[config.mk]
export PLATFORM = sky130hd
export DESIGN_NAME = debug_frame_controller
export DESIGN_NICKNAME = d
export VERILOG_FILES = /design/src/rtl/debug_frame_controller.sv
export SDC_FILE = /design/constraint.sdc
export NUM_CORES = 2
export LEC_CHECK = 0
export BUFFER_PORTS_ARGS = -buffer_cell sky130_fd_sc_hd__buf_4
export CAP_MARGIN = 30
export CORE_AREA = 8 8 325 327
export CTS_BUF_LIST = sky130_fd_sc_hd__clkbuf_2
export CTS_CLUSTER_SIZE = 40
export DETAILED_ROUTE_END_ITERATION = 6
export DIE_AREA = 0 0 333 335
export HOLD_SLACK_MARGIN = 0.15
export MAX_ROUTING_LAYER = met4
export PLACE_DENSITY = 0.61
export SYNTH_ARGS = -nofsm -noshare
export SYNTH_HDL_FRONTEND = slang
export SYNTH_SLANG_ARGS = --single-unit
[constraint.sdc]
create_clock -name clock -period 2.2 [get_ports clock]
set_input_delay 0.11 -clock clock [delete_from_list [all_inputs] [get_ports clock]]
set_output_delay 0.11 -clock clock [all_outputs]
set_load 0.05 [all_outputs]
[src/rtl/debug_frame_controller.sv]
// UART debug controller: decodes RX commands to run, step or breakpoint the pipeline,
// and on every halt streams a latched snapshot as a framed packet (header, data, XOR checksum).
module debug_frame_controller #(
    parameter int         NUM_BYTES = 95,
    parameter int         PC_W      = 8,
    parameter logic [7:0] HEADER    = 8'hA5
) (
    input  logic                   clock,
    input  logic                   reset,
    input  logic                   end_of_program,
    input  logic [PC_W-1:0]        pc,
    input  logic [NUM_BYTES*8-1:0] snapshot,
    input  logic [7:0]             rx_data,
    input  logic                   rx_available,
    output logic                   rx_read,
    input  logic                   tx_full,
    output logic [7:0]             tx_data,
    output logic                   tx_write,
    output logic                   pipe_enable,
    output logic                   pipe_reset,
    output logic                   led_idle,
    output logic                   led_cont,
    output logic                   led_step,
    output logic                   led_send,
    output logic [15:0]            step_count
);

    localparam int BP_BYTES = (PC_W + 7) / 8;
    localparam int BP_W     = BP_BYTES * 8;
    localparam int SNAP_W   = NUM_BYTES * 8;
    localparam int IDX_W    = $clog2(NUM_BYTES + 2);
    localparam logic [IDX_W-1:0] LAST_IDX = IDX_W'(NUM_BYTES + 1);

    localparam logic [7:0] CH_C = 8'h63;
    localparam logic [7:0] CH_S = 8'h73;
    localparam logic [7:0] CH_B = 8'h62;
    localparam logic [7:0] CH_X = 8'h78;
    localparam logic [7:0] CH_H = 8'h68;
    localparam logic [7:0] CH_N = 8'h6E;
    localparam logic [7:0] CH_Q = 8'h71;

    typedef enum logic [2:0] {INIT, IDLE, ARM_BP, CONT, STEP, SNAP, SEND} state_t;

    state_t            state_q, state_d;
    logic              bp_valid_q, bp_valid_d;
    logic [BP_W-1:0]   bp_shift_q, bp_shift_d;
    logic [2:0]        bp_cnt_q, bp_cnt_d;
    logic              first_q, first_d;
    logic              ret_idle_q, ret_idle_d;
    logic [7:0]        csum_q, csum_d;
    logic [IDX_W-1:0]  idx_q, idx_d;
    logic [SNAP_W-1:0] snap_q, snap_d;
    logic [15:0]       step_count_q;

    logic       bp_hit;
    logic       halt_cmd;
    logic [7:0] cur_byte;

    // The first CONT cycle ignores the breakpoint so resuming from the breakpoint PC advances.
    assign bp_hit   = bp_valid_q && (pc == bp_shift_q[PC_W-1:0]) && !first_q;
    assign halt_cmd = rx_available && (rx_data == CH_H);
    // The latched snapshot is shifted out MSB first, so the next data byte is always on top.
    assign cur_byte = snap_q[SNAP_W-1 -: 8];

    always_comb begin
        state_d     = state_q;
        bp_valid_d  = bp_valid_q;
        bp_shift_d  = bp_shift_q;
        bp_cnt_d    = bp_cnt_q;
        ret_idle_d  = ret_idle_q;
        csum_d      = csum_q;
        idx_d       = idx_q;
        snap_d      = snap_q;
        rx_read     = 1'b0;
        tx_write    = 1'b0;
        tx_data     = 8'h00;
        pipe_enable = 1'b0;
        pipe_reset  = 1'b0;
        led_idle    = 1'b0;
        led_cont    = 1'b0;
        led_step    = 1'b0;
        led_send    = 1'b0;

        case (state_q)
            INIT: begin
                pipe_reset = 1'b1;
                state_d    = IDLE;
            end
            IDLE: begin
                pipe_reset = 1'b1;
                led_idle   = 1'b1;
                rx_read    = rx_available;
                if (rx_available) begin
                    case (rx_data)
                        CH_C: state_d = CONT;
                        CH_S: state_d = STEP;
                        CH_B: begin
                            state_d  = ARM_BP;
                            bp_cnt_d = 3'd0;
                        end
                        CH_X: bp_valid_d = 1'b0;
                        default: ;
                    endcase
                end
            end
            ARM_BP: begin
                pipe_reset = 1'b1;
                led_idle   = 1'b1;
                rx_read    = rx_available;
                if (rx_available) begin
                    bp_shift_d = (bp_shift_q << 8) | BP_W'(rx_data);
                    bp_cnt_d   = bp_cnt_q + 3'd1;
                    if (bp_cnt_q == 3'(BP_BYTES - 1)) begin
                        bp_valid_d = 1'b1;
                        bp_cnt_d   = 3'd0;
                        state_d    = IDLE;
                    end
                end
            end
            CONT: begin
                led_cont    = 1'b1;
                rx_read     = rx_available;
                pipe_enable = !(end_of_program || bp_hit || halt_cmd);
                if (end_of_program || bp_hit || halt_cmd) state_d = SNAP;
            end
            STEP: begin
                led_step = 1'b1;
                rx_read  = rx_available;
                if (rx_available) begin
                    case (rx_data)
                        CH_N: begin
                            pipe_enable = 1'b1;
                            state_d     = SNAP;
                        end
                        CH_C: state_d = CONT;
                        CH_Q: state_d = IDLE;
                        default: ;
                    endcase
                end
            end
            SNAP: begin
                led_send   = 1'b1;
                snap_d     = snapshot;
                ret_idle_d = end_of_program;
                csum_d     = 8'h00;
                idx_d      = '0;
                state_d    = SEND;
            end
            SEND: begin
                led_send = 1'b1;
                tx_write = !tx_full;
                if (idx_q == '0)            tx_data = HEADER;
                else if (idx_q == LAST_IDX) tx_data = csum_q;
                else                        tx_data = cur_byte;
                if (tx_write) begin
                    if (idx_q == LAST_IDX) begin
                        idx_d   = '0;
                        state_d = ret_idle_q ? IDLE : STEP;
                    end else begin
                        idx_d = idx_q + 1'b1;
                        if (idx_q != '0) begin
                            csum_d = csum_q ^ cur_byte;
                            snap_d = snap_q << 8;
                        end
                    end
                end
            end
            default: state_d = INIT;
        endcase

        first_d = (state_d == CONT) && (state_q != CONT);

        // Reset overrides everything combinationally so no FIFO strobe escapes the reset cycle.
        if (reset) begin
            rx_read     = 1'b0;
            tx_write    = 1'b0;
            tx_data     = 8'h00;
            pipe_enable = 1'b0;
            pipe_reset  = 1'b1;
            led_idle    = 1'b0;
            led_cont    = 1'b0;
            led_step    = 1'b0;
            led_send    = 1'b0;
        end
    end

    always_ff @(posedge clock) begin
        if (reset) begin
            state_q    <= INIT;
            bp_valid_q <= 1'b0;
            bp_shift_q <= '0;
            bp_cnt_q   <= 3'd0;
            first_q    <= 1'b0;
            ret_idle_q <= 1'b0;
            csum_q     <= 8'h00;
            idx_q      <= '0;
            snap_q     <= '0;
        end else begin
            state_q    <= state_d;
            bp_valid_q <= bp_valid_d;
            bp_shift_q <= bp_shift_d;
            bp_cnt_q   <= bp_cnt_d;
            first_q    <= first_d;
            ret_idle_q <= ret_idle_d;
            csum_q     <= csum_d;
            idx_q      <= idx_d;
            snap_q     <= snap_d;
        end
    end

    always_ff @(posedge clock) begin
        if (reset || pipe_reset) step_count_q <= 16'h0000;
        else if (pipe_enable)    step_count_q <= step_count_q + 16'h0001;
    end

    assign step_count = reset ? 16'h0000 : step_count_q;

endmodule

==> out/metrics.yaml, run 1 <==
status:
  status: "stopped before the end"
  haltStage: "4_1_cts"
  error_line: "[ERROR RSZ-0060] Max buffer count reached."
synthesis:
  yosys-top-cells-area: "dfxtp_1 46%, a311oi_1 19%, nand2_1 17%"
  synth_flop_cell: "dfxtp_1"
  ys_seq_elements: 808
  syn-num-nets: 5351
  synth_top_area_share: 0.463
  synth.distinct_cells: 51
  synth_area_per_cell_sq_um: 7.65
  synth_most_common_cell: "nand2_1"
  ys_top_cells_by_count: "1,566 x nand2_1, 808 x dfxtp_1, 792 x nor2_1"
  yosysWarnings: 0
  synthCells: 4565
  synth_top_cell_by_area: "dfxtp_1"
  async_flop_share: 0
  synth_enable_flop_cells: 0
  ys_seq_area_frac: 0.463
  syn-cell-area_sq_um: 34900
clock_tree:
  cts_setup_buffers: 57
  clock-root-buffer: "clkbuf_2"
  clock_path_buffers: 3
  cts_resized: 247
  hold_buffers: 1369
  clkSinkCount: 808
  numCtsBuffers: 213
  h-tree-depth: 4
placed_design:
  gp_congestion: 0.870
  place_inst: 6400
  io_buffers: 812
  dp_hpwl_mm: 94.2
die:
  die_h_um: 335
  initial_core_util: 0.347
  die_w_um: 333
  rows: 117
  ios: 813
-- stage by stage --
| step | cell area [sq um] | setup slack [ps] |
|---|---|---|
| 2_1_floorplan | 34900 | 13.3 |
| 3_3_place_gp | 42700 | 98.4 |
| 3_5_place_dp | 42700 | 10.2 |
-- cell families after synthesis --
family | count (synthesis) | synth area share
DFF | 808 | 0.463
adders and majority gates | 5 | 0.00179
and+or+nand+nor | 2447 | 0.270
muxes | 1 | 0.000287
buffers and inverters | 442 | 0.0540
xor gates and xnor gates | 24 | 0.00602
AOI/OAI and AO/OA | 838 | 0.205
==> run 2, diff against run 1 <==
CORE_AREA = 8 8 427 429   (was 8 8 325 327)
CTS_BUF_LIST = not set   (was sky130_fd_sc_hd__clkbuf_2)
CTS_CLUSTER_SIZE = not set   (was 40)
DIE_AREA = 0 0 435 437   (was 0 0 333 335)
HOLD_SLACK_MARGIN = not set   (was 0.15)
MAX_ROUTING_LAYER = not set   (was met4)
PLACE_DENSITY = not set   (was 0.61)
PLACE_DENSITY_LB_ADDON = 0.15   (was not set)
==> run 2 against run 1 <==
Against the previous run:
- synthesized cell count did not move
- synthesized area did not move
- the flow now finishes, with violations (negative setup slack)
==> out/metrics.yaml, run 2 <==
finish:
  layout_commonest_cell: "nand2_1"
  area_growth_pct: 80.2
  drive_above_1_share: 0.291
  final_cell_mix: "1,556 x nand2_1, 901 x buf_4, 799 x dfxtp_1"
  seq_area_sq_um: 16200
  largest_reg_flops: 760
  regMostFlops: "snap_q"
  multi_input_area_sq_um: 19500
  design_area_sq_um: 62900
  biggestRegsByFlops: "snap_q: 760 flops, step_count_q: 16 flops"
  fin_util: 0.359
  fillerInstances: 18192
  nets: 7010
clock_tree:
  clk_latency_ps: 710
  h-tree-depth: 3  # -1
  clock-root-buffer: "clkbuf_16"
  clkTransAtPathRegs_ps: 60
  cts_tree: "built"
  numCtsBuffers: 103  # -52%
  clkSinkCount: 808  # unchanged
  clock_path_buffers: 3  # unchanged
hold_path:
  hold_class: "primary input to flop"
  min_to: "state_q[0]"
  holdPathStages: 5
  hold_start: "rx_data[3]"
synthesis:
  ys_top_cells_by_count: "1,566 x nand2_1, 808 x dfxtp_1, 792 x nor2_1"
  synth_area_per_cell_sq_um: 7.65  # unchanged
  syn-num-nets: 5351  # unchanged
  async_flop_share: 0  # unchanged
  synth.distinct_cells: 51  # unchanged
  synth_flop_cell: "dfxtp_1"
  synth_top_area_share: 0.463  # unchanged
  ys_seq_area_frac: 0.463  # unchanged
  synth_top_cell_by_area: "dfxtp_1"
  yosys-top-cells-area: "dfxtp_1 46%, a311oi_1 19%, nand2_1 17%"
  ys_seq_elements: 808  # unchanged
  yosysWarnings: 0  # unchanged
  synth_most_common_cell: "nand2_1"
  synthCells: 4565  # unchanged
  syn-cell-area_sq_um: 34900  # unchanged
  synth_enable_flop_cells: 0  # unchanged
global_route:
  grt_pass1_wl_mm: 244
  gr-total-overflow: 0
  antenna_found_initial: 32
  first_global_vias: 38578
  grt_max_degree: 109
  grt_usage: 0.162
pwr:
  power_density_nw_per_um2: 558
  ir_drop_uv: 706
  p_total_mw: 35.1
  p_leak_nw: 23.7
flow_run:
  cap_viol_max_count: 0
timing:
  fin_crit_sh: 1.11
  finClkSkew_ps: 34.3
  setup_viol: 281
  finalHoldViolations: 0
  tightest_slew_ps: 630
  rsz0062_at_grt: "yes"
  fmax_mhz: 410
  setup_slack_ps: -241
  finalCriticalPeriod_ps: 2440
  finalMaxSlewViolations: 0
  maxSlewHeadroom: 0.580
critical_path:
  r2r-start: "state_q[0]"
  crit_start: "idx_q[1]"
  worst-path-max-fanout: 5
  reg2reg_slack_ps: -170
  arrival_ps: 2330
  crit_chain: "inv_2 -> ha_4 -> nor4b_4 -> buf_4 -> and3_4 -> nand2_2 -> a31oi_4 -> buf_6"
  required_ps: 2090
  cp_slowest_cell: "dfxtp_2"
  critPathCaptureType: "output port"
  cp_top_family: "simple AND/OR/NAND/NOR gates"
  path_buf_inv: 3
  rr_worst_depth: 12
  r2r_end: "snap_q[460]"
  path_class: "flop to output port"
  max_stage_delay_ps: 320
  start_kind: "flop"
status:
  violations: "negative setup slack"
  status: "finished with violations"
die:
  initial_core_util: 0.199  # -0.147
  rows: 154  # +32%
  die_w_um: 435  # +31%
  dieArea_sq_um: 190000
  core_area_sq_um: 175000
  ios: 813  # unchanged
  die_h_um: 437  # +30%
placed_design:
  gp_congestion: 0.809  # -7.0%
  io_buffers: 812  # unchanged
  dpl_cell_area_sq_um: 44400  # +4.0%
  dp_hpwl_mm: 117  # +24%
  dp_worst_setup_slack_ps: -12.0  # -22.3 ps
drt:
  num_vias: 40265
  wl_per_cell_um: 21.0
  viasPerCell: 4.64
  ant_nets: 0
  drcViolationCount: 0
  dr.pass1.iters: 6
  initialDrtViolationCount: 2102
  wl_mm: 182
-- run 2: timing repair --
action,in CTS,in global routing
endpoints found under the hold margin,781,1
pin swaps,13,314
setup buffers,10,79
gates cloned,4,129
gates resized for setup,47,666
endpoints found under the setup margin,13,622
hold buffers,775,1
-- run 2: per-stage QoR --
| stage | hold WS (ps) | TNS, ps | instances |
|---|---|---|---|
| floorplan | 246 | 0 | 4565 |
| CTS | 146 | -2500 | 8441 |
| global placement | 363 | -18.7 | 7465 |
| finish | 99.7 | -12900 | 8682 |
| detailed placement | 375 | -12.0 | 7465 |
| global route | 93.5 | -54340 | 8675 |
-- run 2: worst min-delay path: stages --
cell and delay [ps]:
buf_4 120, nand3b_1 110, a21oi_1 80, o2111ai_1 220
a31oi_1 100
-- run 2: cell families after synthesis --
kind of cell	Yosys count	share of synthesized area
compound gates	838	0.205
buf+inv	442	0.0540
flops	808	0.463
mux	1	0.000287
simple gates	2447	0.270
fa+ha+maj	5	0.00179
xor+xnor	24	0.00602
-- run 2: report_power, final --
group,total [mW],internal (mW),switching [mW]
Sequential,14.6,14.6,0.000889
Combinational,3.39,1.98,1.41
Clock,17.1,9.94,7.12
-- run 2: cell type report --
| class | instances | area share |
|---|---|---|
| Antenna cell | 35 | 0.00139 |
| Multi-Input combinational cell | 3316 | 0.310 |
| Tap cell | 2340 | 0.0466 |
| Clock inverter | 29 | 0.00513 |
| Clock buffer | 159 | 0.0482 |
| Timing Repair Buffer | 1987 | 0.331 |
| Inverter | 8 | 0.000497 |
| Sequential cell | 808 | 0.257 |
-- run 2: how the worst max path moves through the flow --
| stage | depth (start not counted) | end |
|---|---|---|
| global route | 8 | tx_data[0] |
| floorplan | 7 | tx_data[1] |
| global placement | 8 | tx_data[6] |
| finish | 8 | tx_data[0] |
| CTS | 8 | tx_data[7] |
| detailed placement | 8 | tx_data[6] |
-- run 2: layer usage --
layer	vias to the layer above	global-route usage	share of wire
met3	319	0.0240	0.032
met1	19634	0.196	0.42
met4	0	0.0656	0.040
met2	982	0.287	0.51
li1	19330	-	-
met5	-	0	0
Power figures use the tool's default switching activity.
